===== src/rtl/parity_check_stream.sv =====
// Streaming parity checker: 2-stage registered reduction, per-word error flag,
// saturating error counter and sticky error status.
module parity_check_stream #(
  parameter int BIT_WIDTH  = 6,
  parameter int WIDTH      = 2**BIT_WIDTH,
  parameter bit ODD_PARITY = 1'b0,
  parameter int CNT_WIDTH  = 16
) (
  input  logic                 clk,
  input  logic                 rst_n,
  input  logic                 in_valid,
  output logic                 in_ready,
  input  logic [WIDTH-1:0]     in_data,
  input  logic                 in_par,
  output logic                 out_valid,
  input  logic                 out_ready,
  output logic [WIDTH-1:0]     out_data,
  output logic                 out_err,
  input  logic                 clr_stats,
  output logic [CNT_WIDTH-1:0] err_cnt,
  output logic                 err_sticky
);

  localparam int NSL = WIDTH / 8;

  logic             s1_valid;
  logic [WIDTH-1:0] s1_data;
  logic             s1_par;
  logic [NSL-1:0]   s1_part;
  logic             s2_valid;
  logic             s1_en;
  logic             s2_en;
  logic             fire_err;
  logic [NSL-1:0]   part;

  // First level of the tree: one parity bit per byte slice.
  always_comb begin
    part = '0;
    for (int i = 0; i < NSL; i++) begin
      part[i] = ^in_data[i*8 +: 8];
    end
  end

  assign s2_en     = !s2_valid | out_ready;
  assign s1_en     = !s1_valid | s2_en;
  assign in_ready  = s1_en;
  assign out_valid = s2_valid;
  assign fire_err  = s2_valid & out_ready & out_err;

  always_ff @(posedge clk or negedge rst_n) begin
    if (!rst_n) begin
      s1_valid <= 1'b0;
      s1_data  <= '0;
      s1_par   <= 1'b0;
      s1_part  <= '0;
    end else if (s1_en) begin
      s1_valid <= in_valid;
      s1_data  <= in_data;
      s1_par   <= in_par;
      s1_part  <= part;
    end
  end

  always_ff @(posedge clk or negedge rst_n) begin
    if (!rst_n) begin
      s2_valid <= 1'b0;
      out_data <= '0;
      out_err  <= 1'b0;
    end else if (s2_en) begin
      s2_valid <= s1_valid;
      out_data <= s1_data;
      out_err  <= (^s1_part) ^ s1_par ^ ODD_PARITY;
    end
  end

  // Clear wins over a same-cycle errored handshake.
  always_ff @(posedge clk or negedge rst_n) begin
    if (!rst_n) begin
      err_cnt    <= '0;
      err_sticky <= 1'b0;
    end else if (clr_stats) begin
      err_cnt    <= '0;
      err_sticky <= 1'b0;
    end else if (fire_err) begin
      err_sticky <= 1'b1;
      if (err_cnt != '1) begin
        err_cnt <= err_cnt + CNT_WIDTH'(1);
      end
    end
  end

endmodule

===== config.mk =====
export PLATFORM = sky130hd
export DESIGN_NAME = parity_check_stream
export DESIGN_NICKNAME = d
export VERILOG_FILES = /design/src/rtl/parity_check_stream.sv
export SDC_FILE = /design/constraint.sdc
export NUM_CORES = 1
export LEC_CHECK = 0
export CAP_MARGIN = 5
export CORE_MARGIN = 3
export CORE_UTILIZATION = 25
export DETAILED_ROUTE_END_ITERATION = 8
export PLACE_DENSITY = 0.57
export SYNTH_ARGS = -nofsm -noshare
export SYNTH_HDL_FRONTEND = slang
export SYNTH_SLANG_ARGS = --single-unit

===== constraint.sdc =====
create_clock -name clk -period 2.33 [get_ports clk]
set_clock_uncertainty 0.05 [all_clocks]
set_input_delay 0.233 -clock clk [delete_from_list [all_inputs] [get_ports clk]]
set_output_delay 0.233 -clock clk [all_outputs]
set_load 0.02 [all_outputs]

==> out/metrics.cfg <==
[synthesis]
yosysTopAreaCellShare_pct=58.4
ys_seq_area_share_pct=58.4
synth_area_leader_cell=dfrtp_1
synth_nets=548
yosysWarnings=0
syn-cell-area_um2=6730
synthCells=477
synth_cell_types=37
synth_area_leaders=dfrtp_1, mux2_2, xnor2_1
synth-seq-cells=157
syn_avg_cell_area_um2=14.1

[timing]
drv_slew=0
rsz0062_at_grt=no
final_hold_viol_count=0
tightestPinTransition_ps=475
max_clock_freq_ghz=0.478
post-route-period-util_pct=89.7
setup_viol=0
fin_setup_tns_ps=0
fin_crit_ps=2090
relSlewSlack_pct=68.0

[global_routing]
grt_pass1_vias=4550
grt_overflow_total=0
grt_antenna_before_repair=1
grt_max_degree=64
grt_usage_pct=11.0
grt_first_pass_wirelength_um=25100

[setup_path]
start_kind=register
crit_type=reg2out
worst-path-max-fanout=5
critPathMaxStageDelay_ps=590
worst_path_max_delay_cell=clkdlybuf4s50_1
cp_top_family=buffers and inverters
end_kind=output pin
crit_arrival_ps=1810
worstPathRequired_ps=2050
critPathBufInv=1
path_cells=nor2b_4, nand2_4, clkdlybuf4s50_1

[floorplanning]
fp.dieArea_um2=28900
initial_core_util_pct=25.6
io_pins=154
rows=59
coreArea_um2=26300
die_y_um=170
fp.dieW_um=170

[power_and_ir_drop]
leakage_uw=0.00373
power_density_nw_per_um2=865
vdd_ir_drop_max_v=0.000333

[finish]
fin_cells=987
synthToLayoutAreaGrowth_pct=39.0
design_area_um2=9360
fillers=2614
antennaDiodeCount=0
final_cell_mix=dfrtp_1, clkdlybuf4s50_1, mux2_2
nets=710
drive_gt1_share_pct=28.5
layout_commonest_cell=dfrtp_1

[route]
viasPerCell=4.31
wl_um=15300
wl_per_cell_um=15.6
drc=0
dr.pass1.iters=4
ant_nets=0
drtIter0Drc=180
num_vias=4250

[cts]
clk_latency_ps=420
ctsLongestPathBuffers=2
cts_buffers=17
clock-root-buffer=clkbuf_16
cts.sinks=157
cts_post_setup_buffers_inserted=0
h-tree-depth=4
cts-resized-gates=0
clkTransAtPathRegs_ps=70
tritoncts=yes

[outcome]
status=finished clean

[place]
dp.cells=954
portBuffers=153
gp_congestion=0.759
placedInstanceArea_um2=8720
hpwlAfterDp_um=10500

[hold_path]
hold_class=in2async

[run]
max-cap-violations=0

-- worst paths after layout --
path / to / cells past startpoint / slack [ps] / startpoint
min reg2reg: out_data[45]$_DFFE_PN0P_ / 1 / 450 / s1_data[45]$_DFFE_PN0P_
min: err_cnt[14]$_DFFE_PN0P_ / 2 / 180 / rst_n
max in group asynchronous: s1_data[58]$_DFFE_PN0P_ / 3 / 1440 / rst_n
max reg2reg: err_cnt[12]$_DFFE_PN0P_ / 5 / 420 / err_cnt[0]$_DFFE_PN0P_
max: in_ready / 3 / 240 / out_valid$_DFFE_PN0P_
min in group clk: s1_valid$_DFFE_PN0P_ / 2 / 350 / in_valid
-- stage by stage --
stage                     setup WS, ps  hold slack [ps]  util [%]  power (µW)
after global placement             234             42.9      33.2        5200
after CTS                          182              158      35.6        8280
after global routing               140              176      35.6        8570
after detailed placement           199             42.1      33.2        5220
final                              239              176      35.6        8090
after floorplan                    484             -113         -        4340
-- final cells by class --
type                       instances  area (µm²)  area share (%)
sequential                       157        3930            42.0
multi-input combinational        297        2710            29.0
timing repair buffer             164        1670            17.8
clock buffer                      17         425            4.55
tap                              335         419            4.48
clock inverter                    15         199            2.13
inverter                           2        7.51          0.0802
-- Yosys cell counts, drive strengths merged --
cell type    n
nand2        6
o21bai       1
a2111oi      1
or4          4
o31ai        4
nor2b        7
o21ai        1
ha           1
mux2i        1
xor2         2
nand2b       3
nor4         3
xnor2       60
nand3        8
nor2        18
buf         19
and4         4
a31oi        3
and3         4
and4b        1
clkbuf       2
nand4        4
mux2       135
nor3         5
dfrtp      157
xnor3        1
inv          2
or2          1
nor4b        2
a21oi       17
-- power breakdown --
group	total (µW)	switching, µW	internal [µW]
logic	1820	818	1000
clock network	2970	1240	1730
registers	3300	208	3090
total	8090	2260	5830
-- flip-flops by register name, indices dropped and copies added, names as in the netlist --
register,flops
out_data,64
s1_par,1
err_sticky,1
s1_part,8
out_err,1
out_valid,1
s1_valid,1
s1_data,64
err_cnt,16
-- repair_timing --
item / CTS / global route
endpoints found under the hold margin: 157 / 0
setup endpoints to repair: 0 / 0
hold buffers: 1 / 0
-- cells by family (layout without fill, tap and decap cells) --
| family | Yosys count | count (layout) | synth area share [%] |
|---|---|---|---|
| adder cells (fa/ha/maj) | 1 | 1 | 0.186 |
| flip-flops | 157 | 157 | 58.4 |
| AO/OA/AOI/OAI | 27 | 27 | 2.31 |
| multiplexers | 136 | 136 | 22.7 |
| buffers and inverters | 23 | 198 | 1.58 |
| AND/OR/NAND/NOR | 70 | 70 | 6.40 |
| XOR/XNOR | 63 | 63 | 8.40 |
-- layer usage --
metal	wire length (µm)	global-route usage, %
met5	13	0
met3	1210	4.48
met1	7320	14.5
met4	160	3.70
met2	6650	16.4
Power figures use the tool's default switching activity.
